<file path="src/rtl/report_frame_parser.sv">
// report_frame_parser: decodes UART loop/error report records into registered fields
module report_frame_parser #(
  parameter int DATA_WIDTH = 1,
  parameter int ADDR_WIDTH = 6
) (
  input  logic                  clk,
  input  logic                  rst,
  input  logic [7:0]            rx_data,
  input  logic                  rx_data_valid,
  output logic                  loop_record_valid,
  output logic [7:0]            loop_error_count,
  output logic [15:0]           loop_count,
  output logic                  error_record_valid,
  output logic [7:0]            error_state,
  output logic [ADDR_WIDTH-1:0] error_address,
  output logic [DATA_WIDTH-1:0] expected_data,
  output logic [DATA_WIDTH-1:0] actual_data,
  output logic                  frame_error,
  output logic [7:0]            frame_error_count
);
  localparam logic [7:0] NA_LAST = 8'((ADDR_WIDTH + 7) / 8 - 1);
  localparam logic [7:0] ND_LAST = 8'((DATA_WIDTH + 7) / 8 - 1);
  typedef enum logic [3:0] {IDLE, L_ERRCNT, L_LOOPCNT, E_STATE, E_ADDR, E_EXP, E_ACT, CR, LF} state_t;
  state_t state, state_n;
  logic [7:0] cnt;
  logic is_err, commit, ferr;
  logic [7:0] w_errcnt, w_state;
  logic [15:0] w_loopcnt;
  logic [ADDR_WIDTH-1:0] w_addr;
  logic [DATA_WIDTH-1:0] w_exp, w_act;
  // next state, commit and frame-error decode; only a strobe moves the FSM
  always_comb begin
    state_n = state;
    commit = 1'b0;
    ferr = 1'b0;
    if (rx_data_valid)
      case (state)
        IDLE:      state_n = rx_data == 8'h4C ? L_ERRCNT : rx_data == 8'h45 ? E_STATE : IDLE;
        L_ERRCNT:  state_n = L_LOOPCNT;
        L_LOOPCNT: state_n = cnt == 8'd1 ? CR : L_LOOPCNT;
        E_STATE:   state_n = E_ADDR;
        E_ADDR:    state_n = cnt == NA_LAST ? E_EXP : E_ADDR;
        E_EXP:     state_n = cnt == ND_LAST ? E_ACT : E_EXP;
        E_ACT:     state_n = cnt == ND_LAST ? CR : E_ACT;
        CR: begin
          state_n = rx_data == 8'h0D ? LF : IDLE;
          ferr = rx_data != 8'h0D;
        end
        LF: begin
          state_n = IDLE;
          commit = rx_data == 8'h0A;
          ferr = rx_data != 8'h0A;
        end
        default:   state_n = IDLE;
      endcase
  end
  // state register; byte lane counter restarts whenever the state changes
  always_ff @(posedge clk or negedge rst)
    if (!rst) begin
      state <= IDLE;
      cnt <= 8'd0;
    end else if (rx_data_valid) begin
      state <= state_n;
      cnt <= state_n != state ? 8'd0 : cnt + 8'd1;
    end
  // working registers: each field byte lands in its lane, bits past the field width are dropped
  always_ff @(posedge clk or negedge rst)
    if (!rst) begin
      is_err <= 1'b0;
      w_errcnt <= 8'd0;
      w_loopcnt <= 16'd0;
      w_state <= 8'd0;
      w_addr <= '0;
      w_exp <= '0;
      w_act <= '0;
    end else if (rx_data_valid)
      case (state)
        IDLE:      is_err <= rx_data == 8'h45;
        L_ERRCNT:  w_errcnt <= rx_data;
        L_LOOPCNT: if (cnt[0]) w_loopcnt[15:8] <= rx_data; else w_loopcnt[7:0] <= rx_data;
        E_STATE:   w_state <= rx_data;
        E_ADDR:    for (int j = 0; j < ADDR_WIDTH; j++) if (cnt == 8'(j / 8)) w_addr[j] <= rx_data[j % 8];
        E_EXP:     for (int j = 0; j < DATA_WIDTH; j++) if (cnt == 8'(j / 8)) w_exp[j] <= rx_data[j % 8];
        E_ACT:     for (int j = 0; j < DATA_WIDTH; j++) if (cnt == 8'(j / 8)) w_act[j] <= rx_data[j % 8];
        default: ;
      endcase
  // visible outputs: copied from working registers on commit, pulses last one cycle
  always_ff @(posedge clk or negedge rst)
    if (!rst) begin
      loop_record_valid <= 1'b0;
      loop_error_count <= 8'd0;
      loop_count <= 16'd0;
      error_record_valid <= 1'b0;
      error_state <= 8'd0;
      error_address <= '0;
      expected_data <= '0;
      actual_data <= '0;
      frame_error <= 1'b0;
      frame_error_count <= 8'd0;
    end else begin
      loop_record_valid <= commit & ~is_err;
      error_record_valid <= commit & is_err;
      frame_error <= ferr;
      if (commit & ~is_err) begin
        loop_error_count <= w_errcnt;
        loop_count <= w_loopcnt;
      end
      if (commit & is_err) begin
        error_state <= w_state;
        error_address <= w_addr;
        expected_data <= w_exp;
        actual_data <= w_act;
      end
      if (ferr) frame_error_count <= frame_error_count + {7'd0, frame_error_count != 8'hFF};
    end
endmodule

</file>
<file path="config.mk">
export PLATFORM = sky130hd
export DESIGN_NAME = report_frame_parser
export DESIGN_NICKNAME = d
export VERILOG_FILES = /design/src/rtl/report_frame_parser.sv
export SDC_FILE = /design/constraint.sdc
export NUM_CORES = 1
export LEC_CHECK = 0
export BUFFER_PORTS_ARGS = -buffer_cell sky130_fd_sc_hd__buf_4
export CAP_MARGIN = 40
export CELL_PAD_IN_SITES_DETAIL_PLACEMENT = 0
export CELL_PAD_IN_SITES_GLOBAL_PLACEMENT = 1
export CORE_MARGIN = 1
export CORE_UTILIZATION = 45
export CTS_BUF_LIST = sky130_fd_sc_hd__clkbuf_4
export DETAILED_ROUTE_END_ITERATION = 12
export GPL_TIMING_DRIVEN = 0
export PLACE_DENSITY_LB_ADDON = 0.1
export REMOVE_ABC_BUFFERS = 1
export SYNTH_ARGS = -nofsm -noshare
export SYNTH_HDL_FRONTEND = slang
export SYNTH_SLANG_ARGS = --single-unit
</file>
<file path="constraint.sdc">
create_clock -name clk -period 2.5 [get_ports clk]
set_input_delay 0.5 -clock clk [delete_from_list [all_inputs] [get_ports clk]]
set_output_delay 0.5 -clock clk [all_outputs]
set_load 0.05 [all_outputs]
</file>
==> results.md, run 1 <==
Setup path:
- The critical setup path kind is reg2reg.
- The data required time at the worst endpoint is 2820 ps.
- Data on the critical path arrives at its endpoint at 2670 ps.
- The length in cells of the worst reg-to-reg path is 3.
- The kind of end point of the critical path is a flop.
- Of all nets on the critical path, the largest fanout is 15.
- The critical path startpoint category is a flop.

Timing:
- Summed over all failing endpoints, the final setup total negative slack is 0 ps.
- For the pin with the worst max-slew slack, the measured transition is about 820 ps.
- The maximum achievable frequency is ~430 MHz.
- For the final database, setup skew stands at between 20 and 30 ps.
- The relative slew slack is between 40% and 50%.
- The number of slew-limit violations in the final report was 0.
- The minimum period implied by the final worst setup slack is between 2000 and 2500 ps.
- Setup violations remaining at the end of the flow were counted as 0.
- The final cycle utilization of the critical path is between 90% and 100%.
- The number of hold violations in the final report came to 0.
- Setup repair after global routing left no endpoint under its margin.

Global route:
- The number of global-route vias before repair is 2720.
- The combined global-route utilization of all metal layers is a little under a fifth.
- The initial antenna violation count came to 0.
- The first global-routing pass estimated 14.45 mm of wire.
- Entering global routing, the biggest net connects 60 pins.
- The total overflow left after global routing is 0.

Layout:
- The area overhead of the layout relative to synthesis is 18.13%.
- Summing all multi-input logic gate instances after layout gives approximately 1800 µm².
- The share of final-layout standard cells stronger than drive strength 1 is a little under half.
- The layout has between 800 and 900 filler cells.
- After the flow finishes, the layout carries non-filler instances totaling 523.
- The repair_antennas step left the layout with diodes totalling 0.
- Registers take about 2600 µm².
- After the last flow step, the layout net total stands at between 400 and 500.

Outcome:
- The flow ran to the end, and the final reports show no timing, DRC or antenna violations.

Routing:
- The DRC violation total after the first TritonRoute iteration is ~110.
- Dividing the detail-routed wire length by the instance count gives around 16 µm.
- In the routed design, unresolved DRC markers number 0.
- The detail route stage leaves a number of antenna-violating nets equal to 0.
- The detail-routed via count per cell is between 5 and 6.
- The first detailed-routing pass took 6 iterations.
- After detailed routing, the total wire length is ~8.6 mm.
- The routed via count is 2759.

Placed design:
- The count of placed standard cells including taps is about 510.
- The placed wire-length estimate is between 5 and 6 mm.
- The congestion estimate from routability-driven global placement came to 0.7463.
- Input and output buffers added on the ports amount to between 60 and 70.

Synth:
- By count the netlist is led by 104 x sky130_fd_sc_hd__dfrtp_1, 81 x sky130_fd_sc_hd__mux2_2, 16 x sky130_fd_sc_hd__nand2_1.
- By area the synthesized netlist is led by sky130_fd_sc_hd__dfrtp_1 59%, sky130_fd_sc_hd__mux2_2 21%, sky130_fd_sc_hd__xor2_1 2.4%, sky130_fd_sc_hd__ha_1 1.4%, sky130_fd_sc_hd__nand2_1 1.4%.
- A synthesized cell averages about 14 µm².
- Summing every instance area after synthesis gives 4437 µm².
- In this run, synthesis inferred 0 flip-flops with an integrated enable.
- Among all cell types in the netlist, the one instantiated most often is sky130_fd_sc_hd__dfrtp_1.
- The share of the yosys chip area belonging to registers is between 50% and 60%.
- The top cell type by total area after synthesis is sky130_fd_sc_hd__dfrtp_1.
- The most used flip-flop cell after synthesis is sky130_fd_sc_hd__dfrtp_1.
- For this run, asynchronously set or reset flops after synthesis account for 100.0%.
- The synthesized instance count is 327.
- After synthesis the netlist holds a flip-flop and latch count of 104.
- The post-synthesis cell type count is 46.
- In this run the biggest area consumer among cell types represents between 50% and 60% of the synthesized area.
- For this run, the number of Yosys warnings is 0.

Power:
- The internal cell power is 2.885 mW.
- The leakage power summed over all cells is 2.583 nW.
- The switching power is 1.363 mW.
- The part of the power in registers is 54.3%.
- The power density relative to cell area is about 800 nW/µm².
- The combinational fraction of design power is a little under a quarter.
- The part of the power in the clock network is between 20% and 30%.
- Net switching is about a third of the power.
- The design draws ~4.2 mW.
- The worst supply voltage drop on vdd is 416.5 µV.

Clocking:
- Clock-pin slew was measured on the worst setup and hold paths at about 180 ps.
- TritonCTS built the clock tree.
- CTS built an H-tree with a depth of 3.
- The longest clock path from root to sink contains 2 buffers.
- The clock reaches the later pin of the worst-skew pair after about 450 ps.
- Clock tree synthesis inserted a total of 9 buffers.
- The clock root buffer is sky130_fd_sc_hd__clkbuf_4.
- The TritonCTS sink count is between 100 and 150.

Floorplanning:
- The count of pins on the block boundary is 62.
- The cell row count is 35.
- The floorplan step set the die width to 101.3 µm.
- The area of the core is between 9000 and 10000 µm².
- The die outline area is around 10000 µm².
- The die is between 100 and 150 µm tall.
- The initial core utilization is a little under half.

Hold path:
- The path category of the worst min-delay check is in2async.

Flow run:
- The max-cap violation count is 0.
==> kinds of logic (layout without fill, tap and decap cells) <==
logic type	count (synthesis)	after routing	synth area share, %
adder cells (fa/ha/maj)	5	5	1.410
XOR/XNOR	13	13	2.566
AND/OR/NAND/NOR	83	83	11.00
buffers and inverters	22	89	2.059
AO/OA/AOI/OAI	17	17	3.074
flip-flops	104	104	58.66
multiplexers	83	83	21.24
==> registers in the layout (all words and copies together), names as in the netlist <==
signal              cells
cnt                     8
loop_record_valid       1
loop_count             16
actual_data             1
is_err                  1
frame_error_count       8
w_state                 8
error_record_valid      1
w_act                   1
error_state             8
frame_error             1
w_errcnt                8
state                   4
w_exp                   1
w_loopcnt              16
expected_data           1
loop_error_count        8
error_address           6
w_addr                  6
==> what timing repair did <==
item                                    4_1_cts  5_1_grt
cloned                                        0        0
endpoints found under the setup margin       24        2
pin swaps                                     0        0
buffers inserted                              1        0
resized for setup                             2        1
hold buffers                                  0        0
==> critical path, stage by stage, from the launching register on <==
cell and delay, ps:
sky130_fd_sc_hd__dfrtp_1 590, sky130_fd_sc_hd__or3b_1 560, sky130_fd_sc_hd__nor2_1 670, sky130_fd_sc_hd__mux2_2 410
==> power groups by stage <==
stage          sequential, mW  combinational, mW  clock (mW)
6_report                 2.30               1.00       0.942
5_1_grt                  2.37               1.12        1.05
4_1_cts                  2.31               1.01       0.974
3_5_place_dp             2.35               1.01           0
3_3_place_gp             2.32              0.974           0
2_1_floorplan            2.33              0.713           0
==> stage by stage <==
step | cell area (µm²) | hold WS (ps) | setup WS [ps] | util, %
after floorplan | 4375 | 204.4 | -352.1 | -
after global placement | 4995 | 483.3 | -1410 | 53.05
after detailed placement | 5045 | 483.6 | -371.6 | 53.58
after CTS | 5235 | 41.25 | 147.4 | 55.60
after global routing | 5241 | 61.58 | 18.09 | 55.67
final | 5241 | 35.60 | 149.2 | 55.67
==> metal layers <==
metal	vias to the layer above	global-route usage, %	wire length, µm
li1	1292	-	-
met1	1419	26.97	4249
met2	43	28.05	4010
met3	5	3.727	272
met4	0	5.017	37
met5	-	0	0
==> worst paths after layout <==
kind | slack [ps] | to | startpoint
max in group asynchronous | 1760 | w_state[4] | rst
max | 150 | w_state[5] | state[2]
min reg2reg | 500 | loop_count[5] | w_loopcnt[5]
min | 40 | cnt[6] | rst
min in group clk | 370 | w_loopcnt[12] | rx_data[4]
max reg2reg | 150 | w_state[5] | state[2]
==> cells in the final DEF, fill, tap and decap left out, types with 2 or more instances in the layout <==
cell type	count
sky130_fd_sc_hd__nor3_2	2
sky130_fd_sc_hd__mux2_2	81
sky130_fd_sc_hd__nor3_1	6
sky130_fd_sc_hd__mux2_4	2
sky130_fd_sc_hd__a21oi_1	2
sky130_fd_sc_hd__and3_1	3
sky130_fd_sc_hd__nand3b_1	2
sky130_fd_sc_hd__o21ai_0	2
sky130_fd_sc_hd__inv_6	2
sky130_fd_sc_hd__or2_2	3
sky130_fd_sc_hd__nor2_1	12
sky130_fd_sc_hd__clkbuf_4	9
sky130_fd_sc_hd__nand3_1	4
sky130_fd_sc_hd__nor4_1	6
sky130_fd_sc_hd__dfrtp_1	104
sky130_fd_sc_hd__inv_1	8
sky130_fd_sc_hd__xor2_1	12
sky130_fd_sc_hd__a221o_1	3
sky130_fd_sc_hd__nor3b_1	2
sky130_fd_sc_hd__o22ai_1	2
sky130_fd_sc_hd__buf_4	61
sky130_fd_sc_hd__nor4_2	3
sky130_fd_sc_hd__nand2b_1	6
sky130_fd_sc_hd__nand2_1	15
sky130_fd_sc_hd__inv_8	2
sky130_fd_sc_hd__nand4_1	7
sky130_fd_sc_hd__ha_1	5
==> final cells by class <==
class | count | share of cell area (%)
Tap cell | 129 | 3.079
Clock buffer | 9 | 1.289
Timing Repair Buffer | 65 | 10.03
Inverter | 8 | 0.5729
Multi-Input combinational cell | 201 | 33.56
Sequential cell | 104 | 49.65
Clock inverter | 7 | 1.814
Power figures use the tool's default switching activity.
==> inputs of run 2 (changes only) <==
--- a/config.mk
+++ b/config.mk
@@ -16,6 +16,8 @@
 export GPL_TIMING_DRIVEN = 0
 export PLACE_DENSITY_LB_ADDON = 0.1
 export REMOVE_ABC_BUFFERS = 1
+export SETUP_SLACK_MARGIN = 0.5
+export SLEW_MARGIN = 10
 export SYNTH_ARGS = -nofsm -noshare
 export SYNTH_HDL_FRONTEND = slang
 export SYNTH_SLANG_ARGS = --single-unit
==> run 2 against run 1 <==
Against the previous run: sequential share of layout area decreased by 2.2 points; final cell count grew 4.4%; via count grew 4.6%; clock skew rose by 0.61 ps; clock power up 1%; combinational power increased by 25%; worst setup slack better by 400 ps; flip-flop and latch count is the same; utilization up 2.8 points; maximum frequency rose by 20%; critical path depth up 3; sequential power about the same; largest power group unchanged.
==> results.md, run 2 (synthesis gave the netlist of run 1 again) <==
Outcome:
- The flow ran to the end, and the final reports show no timing, DRC or antenna violations.

Timing:
- The total setup violations reported at the end of the flow is 0 (unchanged).
- The minimum period implied by the final worst setup slack is 1955 ps (-395.9 ps).
- The slew at the pin closest to its max-slew limit is 547.5 ps (-268.8 ps).
- The relative slew slack is 63.37% (+18 points).
- The worst setup skew after layout is 28.47 ps (+0.6142 ps).
- The final sum of negative setup slack came to 0 ps (unchanged).
- The final cycle utilization of the critical path is 78.20% (-16 points).
- The number of hold violations in the final report is 0 (unchanged).
- The maximum achievable frequency is 511.5 MHz (+20%).
- Setup repair after global routing left no endpoint under its margin.
- The number of slew-limit violations in the final report is 0 (unchanged).

Layout:
- The area used by sequential logic in the layout came to 2608 µm² (+0.19%).
- The top cell types in the final layout, fill and taps aside, are 100 x sky130_fd_sc_hd__dfrtp_1, 81 x sky130_fd_sc_hd__buf_4, 80 x sky130_fd_sc_hd__mux2_2, 15 x sky130_fd_sc_hd__nand2_1, 12 x sky130_fd_sc_hd__xor2_1.
- The number of filler instances in the final layout came to 818 (+0.12%).
- Leaving out fill and tap cells, the most frequent cell in the layout is sky130_fd_sc_hd__dfrtp_1.
- The number of nets at the end of the flow was 428 (+5.7%).
- The final core area utilization is 58.42% (+2.8 points).
- Compared with the post-synthesis result, the final layout area differs by 23.97%.
- The antenna cell count is 0 (unchanged).
- The area taken by multi-input logic gates is 1846 µm² (+4.9%).
- The largest registers in the layout are loop_count: 16 flops, w_loopcnt: 16 flops.
- The share of final-layout standard cells stronger than drive strength 1 is 50.84% (+5.4 points).

Clocking:
- The maximum buffer depth of the clock tree is 2 (unchanged).
- The clock transition at the registers of the reported paths is 190 ps (about the same).
- The insertion delay to the later sink of the worst-skew pair is 460 ps (about the same).
- The number of clock buffers inserted by TritonCTS is 9 (unchanged).
- The clock root buffer is sky130_fd_sc_hd__clkbuf_4.
- The TritonCTS sink count is 104 (unchanged).
- The count of H-tree levels built during CTS is 3 (unchanged).
- TritonCTS built the clock tree.

Global route:
- The maximum number of pins on one net before global-route repair is 60 (unchanged).
- The initial antenna violation count is 0 (unchanged).
- The first-pass GRT wire length is 15.02 mm (+4.0%).
- The combined global-route utilization of all metal layers is 19.44% (+1.0 points).
- The number of global-route vias before repair is 2852 (+4.9%).
- The final global-route overflow total is 0 (unchanged).

Routing:
- The detailed-routing iteration count for the pre-antenna-repair pass is 4 (-2).
- The post-route antenna net violation count is 0 (unchanged).
- The detail-routed via count per cell is 5.288 (+0.23%).
- The total wire length is 9.132 mm (+6.6%).
- The DRC violation total after the first TritonRoute iteration is 84 (-22%).
- The average detailed-routed wire length per instance is 16.73 µm (+2.1%).
- The remaining design rule violation count is 0 (unchanged).
- The routed via count is 2887 (+4.6%).

Setup path:
- The library cell contributing the largest single delay on the critical path is sky130_fd_sc_hd__dfrtp_2.
- The data required time at the worst endpoint is 2830 ps (about the same).
- The worst setup path is captured at a flop.
- The worst endpoint data arrival time was 2290 ps (-380 ps).
- The number of buffers and inverters on the critical path is 1 (+1).
- The delay of the slowest critical-path stage is 540 ps (-130 ps).
- The worst setup path is of the reg2reg kind.
- The critical path startpoint category is a flop.
- The signal on the critical path passes through or3b_4 -> nor4_4 -> a41o_1 -> buf_4 -> nand3b_1 -> o32ai_1.
- The top fanout value on the critical path is 12 (-3).
- On the critical path the largest part of the delay comes from simple AND/OR/NAND/NOR gates.

Power:
- The part of the power in registers was 51.1% (-3.2 points).
- The leakage power summed over all cells is 2.729 nW (+5.6%).
- The internal cell power came to 3.032 mW (+5.1%).
- The switching power came to 1.475 mW (+8.2%).
- The worst supply voltage drop on vdd is 346.9 µV (-17%).
- The part of the power in the clock network is 21.1% (-1.1 points).
- The power density relative to cell area is 819.5 nW/µm² (+1.1%).
- The share of total power consumed by net switching is 32.73% (+0.64 points).
- The combinational fraction of design power is 27.8% (+4.2 points).
- The total power is 4.508 mW (+6.1%).

Floorplanning:
- The die outline area is 10260 µm² (unchanged).
- The count of pins on the block boundary is 62 (unchanged).
- The cell row count is 35 (unchanged).
- The overall die height came to 101.3 µm (unchanged).
- The overall die width is 101.3 µm (unchanged).
- The area of the core is 9415 µm² (unchanged).
- The initial core utilization is 47.12% (unchanged).

Placed design:
- The count of buffers inserted at the top-level ports came to 61 (unchanged).
- The placed wire-length estimate came to 5.656 mm (-0.28%).
- The weighted congestion at the end of routability-driven global placement was 0.7463 (unchanged).

Hold path:
- The min-delay analysis places its worst path in the category in2reg.

Flow run:
- The max-cap violation count is 0 (unchanged).
-- run 2: timing repair --
action	4_1_cts	5_1_grt
buffers inserted	14	9
endpoints found under the hold margin	45	0
resized for setup	22	2
hold buffers	1	0
setup endpoints to repair	86	37
pin swaps	4	4
gates cloned	1	0
-- run 2: layout make-up --
| cell class | count | area share [%] |
|---|---|---|
| well taps | 129 | 2.934 |
| clock buffers | 9 | 1.228 |
| flip-flops and latches | 104 | 47.41 |
| repair buffers | 87 | 12.60 |
| inverters | 8 | 0.5460 |
| clock inverters | 7 | 1.729 |
| multi-input cells | 202 | 33.55 |
-- run 2: path summary, 6_finish.rpt --
path / depth (start not counted) / endpoint / slack [ps] / start
max: 6 / cnt[0] / 550 / state[2]
min: 2 / w_loopcnt[2] / 350 / rx_data[2]
max reg2reg: 6 / cnt[0] / 550 / state[2]
min reg2reg: 1 / frame_error_count[7] / 500 / frame_error_count[7]
max in group asynchronous: 3 / error_state[6] / 1330 / rst
min in group asynchronous: 2 / cnt[6] / 520 / rst
-- run 2: stage by stage --
stage	hold WS (ps)	cells	setup slack [ps]	area (µm²)
after floorplan	204.4	313	-352.1	4375
after global placement	483.3	503	-1410	4995
after detailed placement	462.4	505	-225.1	5039
after CTS	332.1	537	493.0	5426
after global routing	336.1	546	497.9	5500
final	351.5	546	545.0	5500
-- run 2: power by group through the flow --
stage,clock network (mW),registers [mW],logic [mW]
after floorplan,0,2.33,0.713
after global placement,0,2.32,0.974
after detailed placement,0,2.35,1.01
after CTS,0.979,2.31,1.18
after global routing,1.05,2.36,1.37
final,0.953,2.30,1.25
-- run 2: routing by layer --
metal | part of all wire, % | GRT usage [%]
met2 | 47 | 29.46
met4 | 1.4 | 6.689
met5 | 0 | 0
met1 | 48 | 28.14
met3 | 3.5 | 3.658
==> inputs of run 3 (changes only) <==
==> constraint.sdc (replaced) <==
create_clock -name clk -period 1.92 [get_ports clk]
set_input_delay 0.384 -clock clk [delete_from_list [all_inputs] [get_ports clk]]
set_output_delay 0.384 -clock clk [all_outputs]
set_load 0.05 [all_outputs]
==> run 3 against run 2 <==
Against the previous run: global-route usage increased by 3.0 points; sequential share of layout area decreased by 8.3 points; hold slack got worse by 180 ps; count of clock-buffer cells in the layout unchanged; final cell count increased by 10%; clock power increased by 31%.
==> results.md, run 3 (synthesis gave the netlist of run 1 again) <==
Power:
- The part of the power in the clock network was 18.8% (-2.3 points).
- The switching power is 2.155 mW (+46%).
- The leakage power summed over all cells is 3.242 nW (+19%).
- The power density relative to cell area is 993.7 nW/µm² (+21%).
- The worst supply voltage drop on vdd came to 510.6 µV (+47%).
- The share of total power consumed by net switching is 32.53% (-0.21 points).
- The total power is 6.627 mW (+47%).
- The combinational fraction of design power is 35.9% (+8.1 points).
- The part of the power in registers is 45.3% (-5.8 points).
- The internal cell power is 4.471 mW (+47%).

Setup path:
- The data required time at the worst endpoint is 2250 ps (-580 ps).
- The top fanout value on the critical path is 3 (-9).
- The worst endpoint data arrival time is 2230 ps (-60 ps).
- The length in cells of the worst reg-to-reg path is 7 (+1).
- The kind of end point of the critical path is a flop.
- The delay of the slowest critical-path stage was 560 ps (+20 ps).
- The startpoint of the lowest-slack register-to-register path is cnt[5].
- The setup path with the least slack is of type reg2reg.
- By instance count, the cell type seen most on the critical path is sky130_fd_sc_hd__buf_4.
- The largest individual stage delay along the critical path comes from the cell sky130_fd_sc_hd__or4_4.
- The setup slack of the most critical reg-to-reg path is 10 ps (-530 ps).
- In this run the critical register-to-register path is captured at cnt[0].
- The critical path goes through or4_4 -> buf_4 -> nor4_4 -> a41o_1 -> buf_4 -> nand3b_1 -> o32ai_1.
- The critical path startpoint category is a flop.

Layout:
- The post-route standard cell area excluding fillers came to 6669 µm² (+21%).
- The share of final-layout standard cells stronger than drive strength 1 is 60.97% (+10 points).
- The number of nets at the end of the flow is 485 (+13%).
- The antenna cell count is 0 (unchanged).
- The library cell used most frequently in the layout, excluding fill and tap cells, is sky130_fd_sc_hd__dfrtp_1.
- The largest registers in the layout are loop_count: 16 flops, w_loopcnt: 16 flops.
- The area overhead of the layout relative to synthesis is 50.31%.
- The final core area utilization is 70.83% (+12 points).
- The library cells used most frequently in the layout, excluding fill and tap cells, are 97 x sky130_fd_sc_hd__dfrtp_1, 71 x sky130_fd_sc_hd__buf_6, 60 x sky130_fd_sc_hd__mux2_4, 59 x sky130_fd_sc_hd__buf_4, 23 x sky130_fd_sc_hd__mux2_2.

Routing:
- The routed via count is 3175 (+10%).
- The detail-routed via count per cell is 5.265 (-0.42%).
- The average detailed-routed wire length per instance was 18.16 µm (+8.6%).
- The DRC violation total after the first TritonRoute iteration was 146 (+74%).
- The remaining design rule violation count is 0 (unchanged).
- The total wire length is 10.95 mm (+20%).
- The detailed-routing iteration count for the pre-antenna-repair pass is 4 (unchanged).
- The post-route antenna net violation count is 0 (unchanged).

Hold path:
- The worst hold path terminates at w_loopcnt[4].
- The path class of the tightest hold or removal check is in2reg.
- The cell depth of the worst min-delay path is 2 (unchanged).
- The worst min-delay path startpoint is rx_data[4].

Timing:
- Setup repair after global routing could not meet its margin everywhere.
- The total setup violations reported at the end of the flow came to 0 (unchanged).
- The worst setup skew after layout is 27.02 ps (-1.452 ps).
- The relative slew slack came to 55.03% (-8.3 points).
- The number of hold violations in the final report was 0 (unchanged).
- The minimum period implied by the final worst setup slack is 1906 ps (-49.18 ps).
- The final sum of negative setup slack came to 0 ps (unchanged).
- The final cycle utilization of the critical path is 99.26% (+21 points).
- The slew at the pin closest to its max-slew limit came to 674.6 ps (+127.1 ps).
- The number of slew-limit violations in the final report is 0 (unchanged).
- The maximum achievable frequency was 524.7 MHz (+2.6%).

Clocking:
- The maximum buffer depth of the clock tree was 2 (unchanged).
- The TritonCTS sink count is 104 (unchanged).
- The count of H-tree levels built during CTS came to 3 (unchanged).
- TritonCTS built the clock tree.
- The tree is rooted in a sky130_fd_sc_hd__clkbuf_4.
- The clock transition at the registers of the reported paths was 190 ps (about the same).
- The number of clock buffers inserted by TritonCTS came to 9 (unchanged).
- The insertion delay to the later sink of the worst-skew pair was 460 ps (about the same).

Global route:
- The final global-route overflow total came to 0 (unchanged).
- The first-pass GRT wire length is 17.36 mm (+16%).
- The number of global-route vias before repair was 3185 (+12%).
- The initial antenna violation count is 0 (unchanged).
- The combined global-route utilization of all metal layers came to 22.44% (+3.0 points).
- The maximum number of pins on one net before global-route repair is 60 (unchanged).

Placed design:
- The weighted congestion at the end of routability-driven global placement is 0.7463 (unchanged).
- The placed wire-length estimate was 5.656 mm (unchanged).
- The placed instance area is 5039 µm² (unchanged).
- The count of buffers inserted at the top-level ports is 61 (unchanged).

Floorplanning:
- The initial core utilization is 47.12% (unchanged).
- The overall die height is 101.3 µm (unchanged).
- The area of the core came to 9415 µm² (unchanged).
- The die outline area came to 10260 µm² (unchanged).
- The cell row count was 35 (unchanged).
- The count of pins on the block boundary is 62 (unchanged).
- The overall die width is 101.3 µm (unchanged).

Flow run:
- The max-cap violation count is 0 (unchanged).

Outcome:
- The run finished with clean final reports.
[run 3: changes by cell type in the layout (fill, tap and decap cells not counted), moves of 3 or more]
cell                      change
sky130_fd_sc_hd__nor4_1       -4
sky130_fd_sc_hd__buf_4       -22
sky130_fd_sc_hd__dfrtp_2      +3
sky130_fd_sc_hd__nor4_4       +5
sky130_fd_sc_hd__dfrtp_1      -3
sky130_fd_sc_hd__mux2_2      -57
sky130_fd_sc_hd__buf_6       +69
sky130_fd_sc_hd__buf_8        +7
sky130_fd_sc_hd__mux2_4      +57
[run 3: per-layer routing]
layer | GRT usage (%) | wire length (µm) | vias up
li1 | - | - | 1450
met1 | 32.64 | 5178 | 1647
met2 | 34.64 | 5280 | 65
met3 | 3.658 | 355 | 13
met4 | 6.912 | 138 | 0
met5 | 0 | 0 | -
[run 3: power groups by stage]
stage	clock network (mW)	registers, mW	logic [mW]
after floorplan	0	3.03	0.928
after global placement	0	3.02	1.27
after detailed placement	0	3.05	1.31
after CTS	1.27	2.98	2.15
after global routing	1.36	3.07	2.56
final	1.25	3.00	2.38
[run 3: cell type report]
type,count,area [µm²]
clock buffers,9,67.56
multi-input cells,204,2258
well taps,129,161.4
inverters,8,30.03
fillers,649,2746
repair buffers,142,1445
clock inverters,7,95.09
flip-flops and latches,104,2611
[run 3: metrics by stage]
step	setup slack, ps	std cells	hold slack, ps
after global placement	-1874	503	483.3
after detailed placement	-689.2	505	346.4
after global routing	-45.76	603	145.0
final	14.22	603	175.6
after floorplan	-932.1	313	88.41
after CTS	-37.79	572	143.2
[run 3: critical path: cells and delay by family, from the launching register on]
kind / cells / cell delay [ps]
AOI/OAI and AO/OA: 2 / 230
DFF: 1 / 430
and+or+nand+nor: 3 / 820
buffers and inverters: 2 / 290
[run 3: how the worst max path moves through the flow]
stage | startpoint | endpoint | slack (ps) | cells past startpoint
6_report | cnt[5] | cnt[0] | 10 | 7
3_5_place_dp | rx_data_valid | loop_count[7] | -690 | 6
4_1_cts | cnt[4] | w_addr[2] | -40 | 5
2_1_floorplan | state[0] | loop_count[0] | -930 | 5
3_3_place_gp | rx_data_valid | loop_error_count[3] | -1870 | 6
5_1_grt | cnt[5] | cnt[0] | -50 | 7
[run 3: timing repair]
item	CTS	global route
hold buffers	1	0
endpoints found under the hold margin	45	0
gates cloned	2	1
setup buffers	48	30
pin swaps	17	17
resized for setup	172	32
endpoints found under the setup margin	155	155
